$ cat src/rtl/mem_bus_arbiter_if.sv
// Signal bundle for mem_bus_arbiter: fetch requester (i_*), data requester (d_*) and the
// shared SRAM-like memory bus.
//   master : arbiter view. Takes requests and bus responses, drives the bus and the
//            requesters' ok/rdata/busy returns.
//   slave  : environment view. Requesters plus memory, the mirror of master.
interface mem_bus_arbiter_if #(
    parameter int unsigned ADDR_W = 32
);
    // Fetch requester
    logic              i_req;
    logic [ADDR_W-1:0] i_addr;
    logic              i_addr_ok;
    logic              i_data_ok;
    logic [31:0]       i_rdata;

    // Data requester
    logic              d_req;
    logic              d_wr;
    logic [1:0]        d_size;
    logic [ADDR_W-1:0] d_addr;
    logic [3:0]        d_wstrb;
    logic [31:0]       d_wdata;
    logic              d_addr_ok;
    logic              d_data_ok;
    logic [31:0]       d_rdata;
    logic              d_busy;

    // Memory bus
    logic              req;
    logic              wr;
    logic [1:0]        size;
    logic [ADDR_W-1:0] addr;
    logic [3:0]        wstrb;
    logic [31:0]       wdata;
    logic              addr_ok;
    logic              data_ok;
    logic [31:0]       rdata;

    modport master (
        input  i_req, i_addr,
        output i_addr_ok, i_data_ok, i_rdata,
        input  d_req, d_wr, d_size, d_addr, d_wstrb, d_wdata,
        output d_addr_ok, d_data_ok, d_rdata, d_busy,
        output req, wr, size, addr, wstrb, wdata,
        input  addr_ok, data_ok, rdata
    );

    modport slave (
        output i_req, i_addr,
        input  i_addr_ok, i_data_ok, i_rdata,
        output d_req, d_wr, d_size, d_addr, d_wstrb, d_wdata,
        input  d_addr_ok, d_data_ok, d_rdata, d_busy,
        input  req, wr, size, addr, wstrb, wdata,
        output addr_ok, data_ok, rdata
    );
endinterface

$ cat src/rtl/mem_bus_arbiter.sv
// Two-to-one arbiter sharing an SRAM-like memory bus between instruction fetch (i_*) and
// the data port (d_*). One transaction is outstanding at a time. Data wins ties, but once
// STARVE_MAX consecutive data grants have been given while fetch is waiting, fetch is
// forced through.
// Ports:
//   clk   : clock, rising edge.
//   reset : asynchronous, active-high.
//   bus   : mem_bus_arbiter_if.master carrying the requester and memory-bus signals.
// Grants (x_addr_ok), completions (x_data_ok) and d_busy are combinational so the
// requesters see them in the cycle the decision is made.
module mem_bus_arbiter #(
    parameter int unsigned STARVE_MAX = 4,
    parameter int unsigned ADDR_W     = 32
) (
    input logic               clk,
    input logic               reset,
    mem_bus_arbiter_if.master bus
);
    typedef enum logic [1:0] {StIdle, StAddr, StData} state_e;

    localparam logic [3:0] StarveMax = 4'(STARVE_MAX);

    state_e            state_q, state_d;
    logic              owner_q, owner_d;    // 0 = fetch, 1 = data
    logic [3:0]        streak_q, streak_d;  // data grants given while fetch was waiting
    logic              wr_q, wr_d;
    logic [1:0]        size_q, size_d;
    logic [ADDR_W-1:0] addr_q, addr_d;
    logic [3:0]        wstrb_q, wstrb_d;
    logic [31:0]       wdata_q, wdata_d;

    logic finish;     // owner's data phase completes this cycle
    logic decide;     // a grant may be issued this cycle
    logic starve;
    logic gnt_data;
    logic gnt_fetch;
    logic in_addr;

    always_comb begin
        finish    = (state_q == StData) && bus.data_ok;
        // reset is folded in so no grant leaks out while reset is held
        decide    = !reset && ((state_q == StIdle) || finish);
        starve    = bus.i_req && (streak_q == StarveMax);
        gnt_data  = decide && bus.d_req && !starve;
        gnt_fetch = decide && !gnt_data && bus.i_req;

        state_d  = state_q;
        owner_d  = owner_q;
        streak_d = streak_q;
        wr_d     = wr_q;
        size_d   = size_q;
        addr_d   = addr_q;
        wstrb_d  = wstrb_q;
        wdata_d  = wdata_q;

        // Spurious addr_ok/data_ok outside their phase fall through untouched.
        case (state_q)
            StIdle:  state_d = StIdle;
            StAddr:  if (bus.addr_ok) state_d = StData;
            StData:  if (bus.data_ok) state_d = StIdle;
            default: state_d = StIdle;
        endcase

        // A grant overrides the plain transition above, giving back-to-back issue out of DATA.
        if (gnt_data) begin
            state_d  = StAddr;
            owner_d  = 1'b1;
            wr_d     = bus.d_wr;
            size_d   = bus.d_size;
            addr_d   = bus.d_addr;
            wstrb_d  = bus.d_wstrb;
            wdata_d  = bus.d_wdata;
            if (!bus.i_req) begin
                streak_d = 4'd0;
            end else if (streak_q < StarveMax) begin
                streak_d = streak_q + 4'd1;
            end else begin
                streak_d = StarveMax;
            end
        end else if (gnt_fetch) begin
            state_d  = StAddr;
            owner_d  = 1'b0;
            wr_d     = 1'b0;
            size_d   = 2'd2;
            addr_d   = bus.i_addr;
            wstrb_d  = 4'd0;
            wdata_d  = 32'd0;
            streak_d = 4'd0;
        end
    end

    always_ff @(posedge clk or posedge reset) begin
        if (reset) begin
            state_q  <= StIdle;
            owner_q  <= 1'b0;
            streak_q <= 4'd0;
            wr_q     <= 1'b0;
            size_q   <= 2'd0;
            addr_q   <= '0;
            wstrb_q  <= 4'd0;
            wdata_q  <= 32'd0;
        end else begin
            state_q  <= state_d;
            owner_q  <= owner_d;
            streak_q <= streak_d;
            wr_q     <= wr_d;
            size_q   <= size_d;
            addr_q   <= addr_d;
            wstrb_q  <= wstrb_d;
            wdata_q  <= wdata_d;
        end
    end

    assign in_addr = (state_q == StAddr);

    // Bus command is only presented during the address phase.
    assign bus.req   = in_addr;
    assign bus.wr    = in_addr ? wr_q    : 1'b0;
    assign bus.size  = in_addr ? size_q  : 2'd0;
    assign bus.addr  = in_addr ? addr_q  : '0;
    assign bus.wstrb = in_addr ? wstrb_q : 4'd0;
    assign bus.wdata = in_addr ? wdata_q : 32'd0;

    assign bus.i_addr_ok = gnt_fetch;
    assign bus.d_addr_ok = gnt_data;
    assign bus.i_data_ok = finish && !owner_q;
    assign bus.d_data_ok = finish && owner_q;

    // Read data is broadcast; only the owner's data_ok qualifies it.
    assign bus.i_rdata = bus.rdata;
    assign bus.d_rdata = bus.rdata;

    // Drops in the d_data_ok cycle so the MEM stage can advance on completion.
    assign bus.d_busy = !reset &&
                        (bus.d_req || (owner_q && (state_q != StIdle) && !finish));
endmodule

$ cat src/flat_wrapper.sv
// flat-port wrapper written by rule: the top's interface ports become plain ports
module mem_bus_arbiter_flat 
#(
    parameter int unsigned STARVE_MAX = 4,
    parameter int unsigned ADDR_W     = 32
)
  (clk, reset, bus_i_req, bus_i_addr, bus_i_addr_ok, bus_i_data_ok, bus_i_rdata, bus_d_req, bus_d_wr, bus_d_size, bus_d_addr, bus_d_wstrb, bus_d_wdata, bus_d_addr_ok, bus_d_data_ok, bus_d_rdata, bus_d_busy, bus_req, bus_wr, bus_size, bus_addr, bus_wstrb, bus_wdata, bus_addr_ok, bus_data_ok, bus_rdata);
  mem_bus_arbiter_if #(.ADDR_W(ADDR_W)) bus_i ();
  input logic clk;
  input logic reset;
  input wire logic [$bits(bus_i.i_req)-1:0] bus_i_req;
  input wire logic [$bits(bus_i.i_addr)-1:0] bus_i_addr;
  output wire logic [$bits(bus_i.i_addr_ok)-1:0] bus_i_addr_ok;
  output wire logic [$bits(bus_i.i_data_ok)-1:0] bus_i_data_ok;
  output wire logic [$bits(bus_i.i_rdata)-1:0] bus_i_rdata;
  input wire logic [$bits(bus_i.d_req)-1:0] bus_d_req;
  input wire logic [$bits(bus_i.d_wr)-1:0] bus_d_wr;
  input wire logic [$bits(bus_i.d_size)-1:0] bus_d_size;
  input wire logic [$bits(bus_i.d_addr)-1:0] bus_d_addr;
  input wire logic [$bits(bus_i.d_wstrb)-1:0] bus_d_wstrb;
  input wire logic [$bits(bus_i.d_wdata)-1:0] bus_d_wdata;
  output wire logic [$bits(bus_i.d_addr_ok)-1:0] bus_d_addr_ok;
  output wire logic [$bits(bus_i.d_data_ok)-1:0] bus_d_data_ok;
  output wire logic [$bits(bus_i.d_rdata)-1:0] bus_d_rdata;
  output wire logic [$bits(bus_i.d_busy)-1:0] bus_d_busy;
  output wire logic [$bits(bus_i.req)-1:0] bus_req;
  output wire logic [$bits(bus_i.wr)-1:0] bus_wr;
  output wire logic [$bits(bus_i.size)-1:0] bus_size;
  output wire logic [$bits(bus_i.addr)-1:0] bus_addr;
  output wire logic [$bits(bus_i.wstrb)-1:0] bus_wstrb;
  output wire logic [$bits(bus_i.wdata)-1:0] bus_wdata;
  input wire logic [$bits(bus_i.addr_ok)-1:0] bus_addr_ok;
  input wire logic [$bits(bus_i.data_ok)-1:0] bus_data_ok;
  input wire logic [$bits(bus_i.rdata)-1:0] bus_rdata;
  assign bus_i.i_req = bus_i_req;
  assign bus_i.i_addr = bus_i_addr;
  assign bus_i_addr_ok = bus_i.i_addr_ok;
  assign bus_i_data_ok = bus_i.i_data_ok;
  assign bus_i_rdata = bus_i.i_rdata;
  assign bus_i.d_req = bus_d_req;
  assign bus_i.d_wr = bus_d_wr;
  assign bus_i.d_size = bus_d_size;
  assign bus_i.d_addr = bus_d_addr;
  assign bus_i.d_wstrb = bus_d_wstrb;
  assign bus_i.d_wdata = bus_d_wdata;
  assign bus_d_addr_ok = bus_i.d_addr_ok;
  assign bus_d_data_ok = bus_i.d_data_ok;
  assign bus_d_rdata = bus_i.d_rdata;
  assign bus_d_busy = bus_i.d_busy;
  assign bus_req = bus_i.req;
  assign bus_wr = bus_i.wr;
  assign bus_size = bus_i.size;
  assign bus_addr = bus_i.addr;
  assign bus_wstrb = bus_i.wstrb;
  assign bus_wdata = bus_i.wdata;
  assign bus_i.addr_ok = bus_addr_ok;
  assign bus_i.data_ok = bus_data_ok;
  assign bus_i.rdata = bus_rdata;
  mem_bus_arbiter #(.STARVE_MAX(STARVE_MAX), .ADDR_W(ADDR_W)) u_core (.clk(clk), .reset(reset), .bus(bus_i));
endmodule
$ cat config.mk
export PLATFORM = sky130hd
export DESIGN_NAME = mem_bus_arbiter_flat
export DESIGN_NICKNAME = d
export VERILOG_FILES = /design/src/rtl/mem_bus_arbiter_if.sv /design/src/rtl/mem_bus_arbiter.sv /design/src/flat_wrapper.sv
export SDC_FILE = /design/constraint.sdc
export NUM_CORES = 1
export LEC_CHECK = 0
export CAP_MARGIN = 20
export CORE_MARGIN = 2
export CORE_UTILIZATION = 25
export CTS_CLUSTER_DIAMETER = 80
export DETAILED_ROUTE_END_ITERATION = 12
export GPL_TIMING_DRIVEN = 1
export PLACE_DENSITY_LB_ADDON = 0.15
export SLEW_MARGIN = 10
export SYNTH_ARGS = -nofsm -noshare
export SYNTH_HDL_FRONTEND = slang
export SYNTH_SLANG_ARGS = --single-unit
export TNS_END_PERCENT = 10
$ cat constraint.sdc
create_clock -name clk -period 7.1 [get_ports clk]
set_clock_uncertainty 0.2 [all_clocks]
set_input_delay 1.42 -clock clk [delete_from_list [all_inputs] [get_ports clk]]
set_output_delay 1.42 -clock clk [all_outputs]
set_load 0.01 [all_outputs]
==> results of run 1 <==
## how the worst min path moves through the flow
stage                                   from                  to  slack (ns)
final                      u_core.wdata_q[7]   u_core.wdata_q[7]        0.29
after floorplan             u_core.size_q[0]    u_core.size_q[0]        0.26
after CTS                 u_core.wdata_q[20]  u_core.wdata_q[20]        0.30
after global routing      u_core.wdata_q[22]  u_core.wdata_q[22]        0.30
after detailed placement   u_core.wdata_q[6]   u_core.wdata_q[6]        0.27
after global placement     u_core.wdata_q[7]   u_core.wdata_q[7]        0.27
## state kept, by name (all words and copies together), names as in the netlist
signal and count:
u_core.wdata_q 32, u_core.streak_q 4, u_core.wr_q 1, u_core.wstrb_q 4, u_core.addr_q 32, u_core.state_q 2, u_core.size_q 2, u_core.owner_q 1
## cell type report
type | instances | area [um^2]
fillers | 1779 | 11400
flip-flops and latches | 78 | 1950
clock buffers | 10 | 229
inverters | 57 | 215
repair buffers | 191 | 1920
clock inverters | 6 | 70.1
well taps | 229 | 287
multi-input cells | 221 | 1670
## Yosys cell counts (2+ instances only)
cell       n
a31oi_1   39
a221oi_1  17
or2_2      2
buf_2      7
dfrtp_1   78
nand2b_1   3
buf_6      6
nand3_1    9
inv_1     57
o21ai_0    7
nor2b_1    2
clkbuf_1  21
buf_4     65
a22o_1    40
nand2_1    2
a221oi_2   9
ha_1       2
and2_1    72
## per-layer routing
| metal | track usage, % | vias up | part of all wire, % |
|---|---|---|---|
| met5 | 0 | - | 0 |
| met4 | 5.26 | 0 | 1.9 |
| met3 | 2.81 | 31 | 5.3 |
| met2 | 22.0 | 144 | 46 |
| met1 | 18.5 | 1766 | 47 |
| li1 | - | 1715 | - |
## logic make-up after synthesis
family                   Yosys count  share of synthesized area [%]
multiplexers                       1                          0.251
adder cells (fa/ha/maj)            2                          0.557
flip-flops                        78                           43.4
AO/OA/AOI/OAI                    117                           21.6
AND/OR/NAND/NOR                  101                           14.4
buffers and inverters            157                           19.8
## where the power goes
part           total [mW]  switching (mW)  internal, mW
logic               0.706           0.312         0.393
clock network       0.475           0.200         0.275
registers           0.681          0.0852         0.595
total                1.86           0.597          1.26
## cells in the final DEF (no fill, tap or decap), types with 2 or more instances in the layout
cell             instances
a221oi_1                17
a221oi_2                 9
a22o_1                  40
a31oi_1                 39
and2_1                  72
buf_4                    5
clkbuf_16                9
clkdlybuf4s50_1        185
clkinvlp_4               3
dfrtp_1                 78
ha_1                     2
inv_1                   56
inv_6                    2
nand2_1                  2
nand2b_1                 2
nand3_1                  8
o21ai_0                  7
or2_2                    2
==> reports/results.tsv, run 1 <==
stage	metric	value	unit
yosys	Post-synth ARST share	100	%
sta	Fin Hold WS	0.289	ns
worst_setup_path	crit path to	bus_d_addr_ok	
detailed_routing	Iter 0 DRT Violations	146	
sta	final setup fails	0	
sta	crit path time final	5.14	ns
yosys	Cells after Synth	456	
placement	dpl cells	775	
min_path	hold depth	1	
cts	CTS tree	done	
yosys	leading area contributor after synthesis	dfrtp_1	
worst_setup_path	RR Endpoint	u_core.streak_q[0]	
worst_setup_path	CP bufs+invs	2	
yosys	share of the synthesized area in the top cell type	43.4	%
floorplanning	Die Y	138	um
outcome	status	completed	
sta	max-slew violation count	0	
placement	Placed Area	6010	um^2
detailed_routing	total wire length	13100	um
floorplanning	DIE AREA	19100	um^2
grt	Total Routing Usage GR	13.8	%
yosys	Synth area leaders	dfrtp_1, buf_4, and2_1	
sta	fmax	194	MHz
sta	Tcrit/Tclk final	72.5	%
flow_run	max_cap viols	0	
detailed_routing	Post-DRT Antenna Nets	0	
worst_setup_path	CP max FO	37	
sta	slew at the pin closest to its max-slew limit	0.978	ns
floorplanning	Core Rows	49	
floorplanning	io pins	282	
worst_setup_path	CP max-delay cell	nand2b_2	
power_and_ir_drop	overall power	1.86	mW
yosys	Seq/Total Area, Yosys	43.4	%
sta	Slew headroom	34.7	%
cts	post-CTS sizing	0	
worst_setup_path	most used cell along the critical path	clkdlybuf4s50_1	
worst_setup_path	r2r worst-path depth	3	
power_and_ir_drop	pwr/cell area	294	nW/um^2
grt	global route overflow	0	
floorplanning	Core Region	17800	um^2
yosys	EDFF count, synth	0	
worst_setup_path	critical path launch point	bus_data_ok	
detailed_routing	DRT Pass-1 Iters	4	
power_and_ir_drop	maximum VDD drop	103	uV
cts	clk sinks	78	
cts	CTS Hold Bufs	0	
finish	nets@finish	701	
worst_setup_path	Worst setup SP type	input pin	
yosys	post-synthesis cell type count	36	
worst_setup_path	CP top delay family	buffers and inverters	
finish	final core occ	35.7	%
placement	routability cong.	0.745	
placement	DP Wirelength	8600	um
finish	final instance area	6340	um^2
worst_setup_path	Critical R2R Launch	u_core.state_q[1]	
worst_setup_path	Worst path depth	4	
yosys	Avg Cell Area, Syn	9.86	um^2
detailed_routing	via count	3656	
placement	PortBufs	185	
grt	vias in the first global route	3926	
cts	Reg clk slew, reported paths	0.06	ns
worst_setup_path	R2R Setup Slk	4.15	ns
detailed_routing	number of remaining DRC errors	0	
sta	Hold Vio Cnt, Final	0	
worst_setup_path	Worst EP arrival	3.52	ns
finish	Post-Layout Cell Count	792	
floorplanning	Horiz. Die Dim	138	um
cts	clock buffer depth	2	
grt	largest net degree at the start of global routing	79	
detailed_routing	wire per inst	16.5	um
worst_setup_path	Worst Setup Path Type	in -> out	
sta	slack of the critical path	1.96	ns
power_and_ir_drop	Pleak	2.72	nW
grt	first-pass GRT wire length	21100	um
finish	Area Growth Syn to Fin	41.1	%
cts	postcts setup bufs	0	
cts	Clock Root Buffer	clkbuf_16	
cts	worst-skew pair later-pin latency	0.34	ns
cts	H-tree Lvls	3	
sta	RSZ-0062 raised after global routing	no	
yosys	YS warnings	0	
worst_setup_path	Required @ worst endpoint	5.48	ns
floorplanning	Initial Util	25.3	%
cts	total CTS buffers	9	
placement	pre-CTS setup slack	1.94	ns
grt	antenna violations before repair	0	
worst_setup_path	slowest cell delay on critical path	0.67	ns
worst_setup_path	crit end category	output port	
finish	layout cells sized above 1	7.64	%
yosys	Seq cells post-synth	78	
finish	n_diodes	0	
detailed_routing	DR vias/cell	4.62	
sta	setup TNS	0	ns
min_path	Hold Crit Class	reg -> reg	
yosys	synthesized net count	599	
yosys	Primary FF master, synth	dfrtp_1	
worst_setup_path	crit-path cells	clkdlybuf4s50_1 -> nand2b_2 -> and4_2 -> clkdlybuf4s50_1	
yosys	Netlist Area Pre-Place	4490	um^2
No activity file was read; power rests on OpenSTA's default activity.
==> run 2, diff against run 1 <==
clock period = 5.4 ns   (was 7.1 ns; I/O delays follow)
==> run 2 against run 1 <==
Non-clock buffer count increased by 3. Combinational power increased by 32%. Worst setup slack got worse by 0.86 ns. Sequential power increased by 31%. Utilization increased by 0.23 points. Via count increased by 1.4%. Total power increased by 34%. Clock-buffer cell count increased by 1. Clock power increased by 42%. Cell count increased by 0.38%. First-iteration DRC count decreased by 18%. Largest power group unchanged.
==> reports/results.tsv, run 2 (synthesis results as in run 1) <==
stage	metric	value	unit
floorplanning	Initial Util	25.3	%
placement	routability cong.	0.747	
finish	n_diodes	0	
finish	most frequent cells in the layout	clkdlybuf4s50_1, dfrtp_1, and2_1	
power_and_ir_drop	switching power as a share of total power	31.1	%
worst_setup_path	Worst EP arrival	3.03	ns
grt	antenna violations before repair	0	
grt	global route overflow	0	
power_and_ir_drop	Clk pwr share	26.9	%
cts	clk sinks	78	
grt	first-pass GRT wire length	21700	um
cts	CTS tree	done	
finish	fill count	1818	
worst_setup_path	Required @ worst endpoint	4.12	ns
placement	PortBufs	185	
outcome	status	completed	
cts	CTS Hold Bufs	0	
worst_setup_path	crit end category	output port	
cts	Reg clk slew, reported paths	0.06	ns
detailed_routing	number of remaining DRC errors	0	
cts	post-CTS sizing	0	
power_and_ir_drop	Pint	1.72	mW
sta	Tcrit/Tclk final	79.7	%
worst_setup_path	slowest cell delay on critical path	0.63	ns
power_and_ir_drop	overall power	2.50	mW
placement	Placed Area	6040	um^2
sta	slack of the critical path	1.09	ns
floorplanning	Die Y	138	um
worst_setup_path	CP max FO	6	
floorplanning	io pins	282	
finish	nets@finish	704	
min_path	Hold Crit Class	reg -> reg	
cts	postcts setup bufs	0	
sta	crit path time final	4.31	ns
finish	final instance area	6380	um^2
detailed_routing	wire per inst	16.8	um
floorplanning	DIE AREA	19100	um^2
worst_setup_path	Worst Setup Path Type	in -> out	
power_and_ir_drop	Pleak	2.75	nW
worst_setup_path	CP max-delay cell	clkdlybuf4s50_1	
floorplanning	Horiz. Die Dim	138	um
power_and_ir_drop	register share of total power	35.8	%
detailed_routing	via count	3706	
cts	worst-skew pair later-pin latency	0.34	ns
grt	Total Routing Usage GR	14.3	%
finish	commonest non-fill, non-tap cell in the layout	clkdlybuf4s50_1	
detailed_routing	Iter 0 DRT Violations	119	
worst_setup_path	crit-path cells	clkdlybuf4s50_1 -> nand2b_1 -> a2111oi_4 -> clkdlybuf4s50_1	
power_and_ir_drop	P_sw	0.778	mW
detailed_routing	Post-DRT Antenna Nets	0	
sta	RSZ-0062 raised after global routing	no	
sta	slew at the pin closest to its max-slew limit	0.951	ns
power_and_ir_drop	pwr/cell area	392	nW/um^2
worst_setup_path	most used cell along the critical path	clkdlybuf4s50_1	
worst_setup_path	Worst setup SP type	input pin	
sta	fmax	232	MHz
sta	max-slew violation count	0	
cts	clock buffer depth	2	
finish	layout cells sized above 1	8.13	%
flow_run	max_cap viols	0	
cts	Clock Root Buffer	clkbuf_16	
placement	pre-CTS setup slack	1.01	ns
detailed_routing	DRT Pass-1 Iters	4	
placement	DP Wirelength	8910	um
worst_setup_path	CP top delay family	buffers and inverters	
detailed_routing	total wire length	13300	um
sta	final setup fails	0	
cts	H-tree Lvls	3	
sta	Hold Vio Cnt, Final	0	
floorplanning	Core Rows	49	
grt	vias in the first global route	3968	
power_and_ir_drop	Comb power frac	37.3	%
cts	total CTS buffers	9	
grt	largest net degree at the start of global routing	67	
floorplanning	Core Region	17800	um^2
sta	Slew headroom	36.5	%
finish	Regs by FF count	u_core.addr_q (32), u_core.wdata_q (32)	
power_and_ir_drop	maximum VDD drop	135	uV
worst_setup_path	CP bufs+invs	2	
detailed_routing	DR vias/cell	4.66	
finish	Area Growth Syn to Fin	42.0	%
sta	setup TNS	0	ns
## run 2: changes by cell type in the layout (fill, tap and decap cells not counted), sizes merged
cell and change:
clkbuf +1, bufinv +1, inv -2, clkinvlp -3, clkinv +3, buf +3
## run 2: through the flow
stage                     hold slack, ns  instances  utilization, %
final                              0.288        795            35.9
after global routing               0.302        795            35.9
after global placement             0.274        778            33.9
after floorplan                    0.258        456               -
after detailed placement           0.273        778            33.9
after CTS                          0.295        794            35.8
## run 2: layer usage
layer | up-vias | routed length, um | global-route usage, %
li1 | 1725 | - | -
met1 | 1792 | 6080 | 18.7
met2 | 159 | 6160 | 22.6
met3 | 30 | 879 | 3.74
met4 | 0 | 226 | 5.37
met5 | - | 0 | 0
## run 2: power groups by stage
stage	clock network [mW]	logic [mW]	registers, mW
after global routing	0.717	1.02	0.921
after global placement	0	0.940	0.895
after floorplan	0	0.574	0.861
final	0.673	0.933	0.894
after CTS	0.693	0.952	0.892
after detailed placement	0	0.945	0.899
## run 2: cell type report
cell class | instances | area, um^2 | share of cell area [%]
Tap cell | 229 | 287 | 4.49
Sequential cell | 78 | 1950 | 30.6
Inverter | 57 | 215 | 3.37
Clock inverter | 5 | 82.6 | 1.29
Multi-Input combinational cell | 221 | 1670 | 26.2
Timing Repair Buffer | 194 | 1930 | 30.3
Clock buffer | 11 | 243 | 3.80
## run 2: path summary, 6_finish.rpt
kind | start | to | slack (ns) | cells past startpoint
hold reg to reg | u_core.wdata_q[24] | u_core.wdata_q[24] | 0.29 | 1
setup reg to reg | u_core.state_q[0] | u_core.streak_q[0] | 2.56 | 4
setup / recovery | bus_i_req | bus_i_addr_ok | 1.09 | 4
hold / removal | u_core.wdata_q[24] | u_core.wdata_q[24] | 0.29 | 1
max in group asynchronous | reset | u_core.addr_q[12] | 3.12 | 4
min in group asynchronous | reset | u_core.addr_q[29] | 0.94 | 2
